[config.mk]
export PLATFORM = sky130hd
export DESIGN_NAME = mem_ctrl
export DESIGN_NICKNAME = d
export VERILOG_FILES = /design/src/rtl/mem_ctrl_pkg.sv /design/src/rtl/mem_ctrl.sv
export SDC_FILE = /design/constraint.sdc
export NUM_CORES = 1
export LEC_CHECK = 0
export CORE_MARGIN = 2
export CORE_UTILIZATION = 45
export DETAILED_ROUTE_END_ITERATION = 16
export GPL_TIMING_DRIVEN = 0
export PLACE_DENSITY = 0.75
export SLEW_MARGIN = 0
export SYNTH_ARGS = -nofsm -noshare
export SYNTH_HDL_FRONTEND = slang
export SYNTH_SLANG_ARGS = --single-unit
[constraint.sdc]
create_clock -name clk -period 4.1 [get_ports clk]
set_input_delay 0.82 -clock clk [delete_from_list [all_inputs] [get_ports clk]]
set_output_delay 0.82 -clock clk [all_outputs]
set_load 0.01 [all_outputs]
[src/rtl/mem_ctrl_pkg.sv]
// Shared encodings, constants and byte-lane helpers for the memory port
// arbiter/sequencer.
package mem_ctrl_pkg;
    localparam logic        Enable   = 1'b1;
    localparam logic        Disable  = 1'b0;
    localparam logic [31:0] ZeroWord = 32'h0000_0000;
    localparam logic [2:0]  WordLen  = 3'd4;

    typedef enum logic [1:0] {
        MemIdle  = 2'd0,
        MemRead  = 2'd1,
        MemWrite = 2'd2,
        MemDone  = 2'd3
    } mem_state_e;

    typedef enum logic {
        OwnerIf = 1'b0,
        OwnerLs = 1'b1
    } owner_e;

    function automatic logic [7:0] get_byte(input logic [31:0] word, input logic [1:0] lane);
        return word[{lane, 3'b000} +: 8];
    endfunction

    function automatic logic [31:0] put_byte(input logic [31:0] word, input logic [1:0] lane,
                                             input logic [7:0] b);
        logic [31:0] r;
        r = word;
        r[{lane, 3'b000} +: 8] = b;
        return r;
    endfunction
endpackage

[src/rtl/mem_ctrl.sv]
// Arbiter and byte sequencer sharing the byte-wide RAM/IO port between
// instruction fetch and the load/store buffer.
module mem_ctrl
    import mem_ctrl_pkg::*;
#(
    parameter logic [31:0] IO_ADDR_LO = 32'h0003_0000
) (
    input  logic        clk,
    input  logic        rst,
    input  logic        rdy,
    input  logic        clear_i,
    input  logic        if_req_i,
    input  logic [31:0] if_addr_i,
    output logic        if_done_o,
    output logic [31:0] if_inst_o,
    input  logic        ls_req_i,
    input  logic        ls_wr_i,
    input  logic [2:0]  ls_len_i,
    input  logic [31:0] ls_addr_i,
    input  logic [31:0] ls_data_i,
    output logic        ls_done_o,
    output logic [31:0] ls_data_o,
    input  logic [7:0]  mem_din_i,
    output logic [7:0]  mem_dout_o,
    output logic [31:0] mem_a_o,
    output logic        mem_wr_o,
    input  logic        io_buffer_full_i
);
    mem_state_e  state, state_nxt;
    owner_e      owner;
    logic [2:0]  len_q, cnt, cnt_m1;
    logic [31:0] addr_q, data_q, result, cap_word;
    logic        rdy_d;
    logic [7:0]  din_save, din_eff;
    logic        grant, stall, last_wr, last_rd;

    assign grant   = !clear_i && (ls_req_i || if_req_i);
    assign stall   = (state == MemWrite) && io_buffer_full_i && (addr_q >= IO_ADDR_LO);
    assign last_wr = (cnt == len_q - 3'd1);
    assign last_rd = (cnt == len_q);
    assign cnt_m1  = cnt - 3'd1;

    // The RAM keeps answering the held address during a freeze, so the byte
    // that belonged to the frozen cycle is kept aside and used on resume.
    assign din_eff  = rdy_d ? mem_din_i : din_save;
    assign cap_word = put_byte(result, cnt_m1[1:0], din_eff);

    always_ff @(posedge clk) begin
        if (rst) begin
            rdy_d <= Enable;
        end else begin
            rdy_d <= rdy;
        end
        if (rdy_d) begin
            din_save <= mem_din_i;
        end
    end

    always_ff @(posedge clk) begin
        if (rst) begin
            state <= MemIdle;
        end else if (rdy) begin
            state <= state_nxt;
        end
    end

    always_comb begin
        state_nxt = state;
        case (state)
            MemIdle: begin
                if (grant) begin
                    state_nxt = (ls_req_i && ls_wr_i) ? MemWrite : MemRead;
                end
            end
            MemRead: begin
                if (clear_i) begin
                    state_nxt = MemIdle;
                end else if (last_rd) begin
                    state_nxt = MemDone;
                end
            end
            MemWrite: begin
                if (!stall && last_wr) begin
                    state_nxt = MemDone;
                end
            end
            default: state_nxt = MemIdle;
        endcase
    end

    // The final read cycle only captures; no address goes out, so an IO
    // location is never read one byte past the request.
    always_comb begin
        mem_a_o    = ZeroWord;
        mem_wr_o   = Disable;
        mem_dout_o = 8'h00;
        case (state)
            MemRead: begin
                if (!last_rd) begin
                    mem_a_o = addr_q + {29'd0, cnt};
                end
            end
            MemWrite: begin
                if (!stall) begin
                    mem_a_o    = addr_q + {29'd0, cnt};
                    mem_wr_o   = rdy;
                    mem_dout_o = get_byte(data_q, cnt[1:0]);
                end
            end
            default: ;
        endcase
    end

    always_ff @(posedge clk) begin
        if (rdy) begin
            case (state)
                MemIdle: begin
                    if (grant) begin
                        cnt    <= 3'd0;
                        result <= ZeroWord;
                        if (ls_req_i) begin
                            owner  <= OwnerLs;
                            len_q  <= ls_len_i;
                            addr_q <= ls_addr_i;
                            data_q <= ls_data_i;
                        end else begin
                            owner  <= OwnerIf;
                            len_q  <= WordLen;
                            addr_q <= if_addr_i;
                            data_q <= ZeroWord;
                        end
                    end
                end
                MemRead: begin
                    if (cnt != 3'd0) begin
                        result <= cap_word;
                    end
                    if (!last_rd) begin
                        cnt <= cnt + 3'd1;
                    end
                end
                MemWrite: begin
                    if (!stall) begin
                        cnt <= cnt + 3'd1;
                    end
                end
                default: ;
            endcase
        end
    end

    always_ff @(posedge clk) begin
        if (rst) begin
            if_done_o <= Disable;
            ls_done_o <= Disable;
            if_inst_o <= ZeroWord;
            ls_data_o <= ZeroWord;
        end else if (rdy) begin
            if_done_o <= Disable;
            ls_done_o <= Disable;
            if (state != MemDone && state_nxt == MemDone) begin
                if (owner == OwnerIf) begin
                    if_done_o <= Enable;
                    if (state == MemRead) begin
                        if_inst_o <= cap_word;
                    end
                end else begin
                    ls_done_o <= Enable;
                    if (state == MemRead) begin
                        ls_data_o <= cap_word;
                    end
                end
            end
        end
    end
endmodule

# After elaboration in Yosys (flattened, before gate mapping)

Index checks and enable logic that the tools add are counted.

Bits of input ports: 115
Flip-flop bits (word level): 180
Word-level logic and storage cells: 79

Add/sub/neg operators: 5
Reductions and logical operators: 18
Muxes and demuxes: 28
Magnitude comparators: 1
Bitwise logic cells: 1
Shift-type cells: 3
Eq/ne operators: 10

Operators with widths:

| operator                 | number |
|---|---|
| $mux W32                 | 5 |
| $pmux W32 S2             | 2 |
| $add A32 B3 Y32          | 1 |
| $bwmux W32               | 1 |
| $ge A32 B18 Y1 const B   | 1 |
| $shift A8 B7 Y32 const A | 1 |
| $shiftx A32 B6 Y8        | 1 |
| $shiftx A8 B7 Y32        | 1 |
| $mux W8                  | 3 |
| $reduce_and A4 Y1        | 3 |
| $mux W2                  | 5 |
| $ne A2 B2 Y1 const B     | 5 |
| $mux W3                  | 3 |
| $pmux W3 S3              | 1 |
| $mux W1                  | 7 |
| $neg A5 Y7               | 1 |
| $eq A3 B3 Y1             | 2 |
| $logic_and A1 B1 Y1      | 6 |
| $pmux W2 S3              | 1 |
| $reduce_bool A3 Y1       | 2 |
| $reduce_and A5 Y1        | 1 |
| $eq A2 B2 Y1 const B     | 2 |
| $add A3 B1 Y3 const B    | 1 |
| $reduce_and A3 Y1        | 1 |
| 8 further kinds          | 9 |

# Longest topological paths before layout

Depth in word-level cells: 10
Mapped depth: 9
Mapped depth without buffers: 7

# Worst setup path after synthesis

Ideal clock, no wire load.

Kind: input port to flip-flop
From: in clear_i
To: reg addr_q[0], enable pin
Path slack: -0.299 ns
Data required time: 3.605 ns
Stages: 3
Path buffers: 0
Library setup time: 0.495 ns
Arrival: 3.904 ns
Cells stage by stage: nor2b_1 -> nand2_1 -> nor2_1

Cells in the longest elaborated chain, start to end: 3

Ends and longest elaborated chain:

| element                            | line            | RTL |
|---|---|---|
| start: declaration                 | mem_ctrl.sv:11  | `input logic clear_i,` |
| $logic_not A1 Y1                   | mem_ctrl.sv:37  | `assign grant = !clear_i && (ls_req_i \|\| if_req_i);` |
| $logic_and A1 B1 Y1                | mem_ctrl.sv:37  |  |
| $reduce_and A3 Y1 (no source line) | -               |  |
| end signal: assignment             | mem_ctrl.sv:124 | `addr_q <= ls_addr_i;` |
| end signal: assignment             | mem_ctrl.sv:129 | `addr_q <= if_addr_i;` |
| end: declaration                   | mem_ctrl.sv:32  | `logic [31:0] addr_q, data_q, result, cap_word;` |

Every way passes these cells.
A chain may end at the register's enable or synchronous reset.

# Worst setup path after layout

From: reg addr_q[24]
To: out mem_a_o[28]

Cells in the longest elaborated chain, start to end: 4
Elaborated cells between the ends (all ways): 6
Classes of those cells: add/sub: 1; order compare: 1; mux: 3; reduce/logical: 1

Ends and longest elaborated chain:

| element             | line            | RTL |
|---|---|---|
| $ge A32 B18 Y1      | mem_ctrl.sv:38  | `assign stall = (state == MemWrite) && io_buffer_full_i && (addr_q >= IO_ADDR_LO);` |
| $logic_and A1 B1 Y1 | mem_ctrl.sv:38  |  |
| $mux W32            | mem_ctrl.sv:104 | `if (!stall) begin` |
| $pmux W32 S2 *      | mem_ctrl.sv:97  | `case (state)` |
| end: declaration    | mem_ctrl.sv:25  | `output logic [31:0] mem_a_o,` |

Mark *: on every way between the ends. The rest lies on a longest branch, timed or not.

==> flow_metrics.py <==
metrics = {
    "status": {
        "status": "finished, final reports clean",
    },
    "power": {
        "p_leak_nw": 4.51,
        "vdd_ir_drop_max_v": 0.000333,
        "power_per_cell_area_nw_per_um2": 350,
        "p_total_mw": 4.18,
    },
    "clock_tree": {
        "cts-buffers-inserted": 17,
        "clock_latency_ns": 0.43,
        "h-tree-depth": 4,
        "cts_setup_buffers": 0,
        "cts_tree": "done",
        "clk_pin_slew_ns": 0.07,
        "cts_root_buffer": "clkbuf_16",
        "cts_buffer_depth": 2,
        "clock-sinks": 180,
    },
    "place": {
        "place_congestion": 0.870,
        "post_dp_cell_area_um2": 11300,
        "io_buffer_count": 221,
        "dp.final_hpwl_um": 16400,
        "dp_cells": 1273,
        "dp_slack_ns": 0.0497,
    },
    "detailed_routing": {
        "viasPerCell": 5.03,
        "first_pass_iters": 5,
        "num_vias": 6567,
        "wl_um": 21700,
        "drt_iter0_markers": 319,
        "drc": 0,
        "ant_nets": 0,
        "post_drt_wl_per_cell_um": 16.7,
    },
    "timing": {
        "setup_violations": 0,
        "slew_headroom": 0.465,
        "hold_viol": 0,
        "final_max_slew_viol_count": 0,
        "period_share": 0.966,
        "period_needed_ns": 3.96,
        "max_freq_mhz": 252,
        "setup_ws_ns": 0.139,
        "rsz0062_at_grt": "no",
        "clock_skew_ns": 0.0104,
        "max_slew.worst_pin.slew_ns": 0.803,
    },
    "floorplanning": {
        "start_util": 0.461,
        "die_w_um": 143,
        "die_h_um": 143,
        "placementRows": 50,
        "core_area_um2": 18800,
        "die_area_um2": 20400,
        "ios": 222,
    },
    "setup_path": {
        "end_kind": "output pin",
        "start_kind": "register",
        "worstPathCellList": "nor4_2, a41oi_2, nand2b_1, buf_2, a21bo_2, buf_2, nor2_1, clkdlybuf4s50_1",
        "cp_slowest_cell": "clkdlybuf4s50_1",
        "arrival_ns": 3.14,
        "critPathMaxFanout": 10,
        "cp.required_ns": 3.28,
        "crit_type": "register to output pin",
        "max_stage_delay_ns": 0.63,
        "cp_common_cell": "buf_2",
    },
    "finish": {
        "n_antenna_cell": 0,
        "seqCellArea_um2": 4630,
        "syn2layout_area_growth_pct": 37.6,
        "fin_cells": 1305,
        "drive_gt1_frac": 0.102,
        "final_area_um2": 11900,
        "post-route-util": 0.634,
        "multi_input_area_um2": 3640,
        "fillers": 1539,
        "final_nets": 1162,
    },
    "yosys": {
        "ys_ff_latch": 180,
        "avgSynthCellArea_um2": 11.0,
        "synthArstFlopShare": 0,
        "synth-edff-count": 103,
        "synth_seq_area_share": 0.534,
        "synth_top_flop_cell": "edfxtp_1",
        "syn_nets": 920,
        "ys_types": 50,
        "syn_inst": 790,
        "syn_area_um2": 8680,
        "yosysWarningCount": 0,
    },
    "global_route": {
        "grt_antenna_before_repair": 0,
        "grt-ovfl-total": 0,
        "grt_usage": 0.217,
        "grt_max_degree": 33,
        "grt_pass1_wl_um": 34100,
        "grt_pass1_vias": 6577,
    },
    "flow_run": {
        "maxCapViolCount": 0,
    },
    "worst_hold_path": {
        "hold_class": "register to register",
    },
}
-- power by group --
part,internal [mW],switching (mW)
registers,1.99,0.0347
logic,0.236,0.229
clock network,0.930,0.767
-- cells in the final DEF (no fill, tap or decap), types with 7 or more instances in the layout --
cell type	n
clkdlybuf4s50_1	220
nand2_1	112
edfxtp_1	103
dfxtp_1	77
mux2i_1	72
and2_1	69
inv_1	52
nor2_1	37
mux2_2	32
o22ai_1	32
xor2_1	25
clkbuf_1	24
nand3_1	20
clkbuf_16	17
ha_1	14
nand4_1	12
nor2b_1	11
xnor2_1	8
and3_1	8
mux4_2	8
buf_2	7
-- sequential cells by signal, indices dropped and copies added, names as in the netlist --
signal,flops
data_q,32
ls_data_o,32
rdy_d,1
if_inst_o,32
len_q,3
cnt,3
addr_q,32
state,2
din_save,8
if_done_o,1
ls_done_o,1
result,32
owner,1
-- per-stage QoR --
stage	hold WS, ns	TNS (ns)
CTS	0.459	0
global route	0.485	0
global placement	0.444	-32.42
finish	0.457	0
floorplan	0.479	0
detailed placement	0.449	0
-- worst max-delay path: cells and delay by family (launching register included) --
kind	cells	cell delay (ns)
AND/OR/NAND/NOR	3	0.72
AO/OA/AOI/OAI	2	0.48
flip-flops	1	0.49
buffers and inverters	3	1.02
-- cells by family (layout without fill, tap and decap cells) --
logic type | Yosys count | count (layout) | synth area share
muxes | 112 | 112 | 0.145
buffers and inverters | 99 | 354 | 0.0516
adders and majority gates | 15 | 15 | 0.0225
DFF | 180 | 180 | 0.534
and+or+nand+nor | 290 | 290 | 0.165
xor gates and xnor gates | 33 | 33 | 0.0333
AOI/OAI and AO/OA | 61 | 61 | 0.0482
-- routing by layer --
| metal | share of wire | up-vias | track usage |
|---|---|---|---|
| li1 | - | 3222 | - |
| met1 | 0.41 | 3094 | 0.261 |
| met2 | 0.50 | 225 | 0.374 |
| met3 | 0.075 | 26 | 0.0674 |
| met4 | 0.017 | 0 | 0.0641 |
| met5 | 0 | - | 0 |
-- Yosys cell counts, drive strengths merged (2+ instances only) --
master	number	area, um2
nor4	5	43.8
and3	8	50.1
edfxtp	103	3090
or3	3	18.8
mux2	32	360
dfxtp	77	1540
o211ai	2	20.0
buf	19	148
a21oi	6	30.0
ha	14	175
nor3	4	25.0
nand2	112	420
a211oi	3	22.5
nor2b	11	68.8
nand2b	3	18.8
inv	53	199
nand4	12	75.1
mux2i	72	721
clkbuf	26	97.6
o21ai	6	30.0
nand3b	2	15.0
nor2	39	146
and2	69	432
xor2	25	219
o41ai	2	17.5
nand3	20	100
xnor2	8	70.1
o22ai	32	200
mux4	8	180
-- area by class of cell --
type                            instances  area share
Sequential cell                       180       0.388
Tap cell                              260      0.0273
Multi-Input combinational cell        511       0.305
Inverter                               54      0.0170
Clock buffer                           17      0.0356
Clock inverter                         15      0.0162
Buffer                                 45      0.0210
Timing Repair Buffer                  223       0.189
-- what timing repair did --
item,4_1_cts,5_1_grt
endpoints found under the setup margin,14,31
pin swaps,0,1
resized for setup,2,10
hold buffers,0,0
-- path summary, 6_finish.rpt --
path / start / end / slack [ns] / cells past startpoint
max: addr_q[24] / mem_a_o[28] / 0.14 / 8
min: ls_data_o[8] / ls_data_o[8] / 0.46 / 2
max reg2reg: cnt[0] / result[10] / 1.16 / 7
min reg2reg: ls_data_o[8] / ls_data_o[8] / 0.46 / 2
No activity file was read; power rests on OpenSTA's default activity.
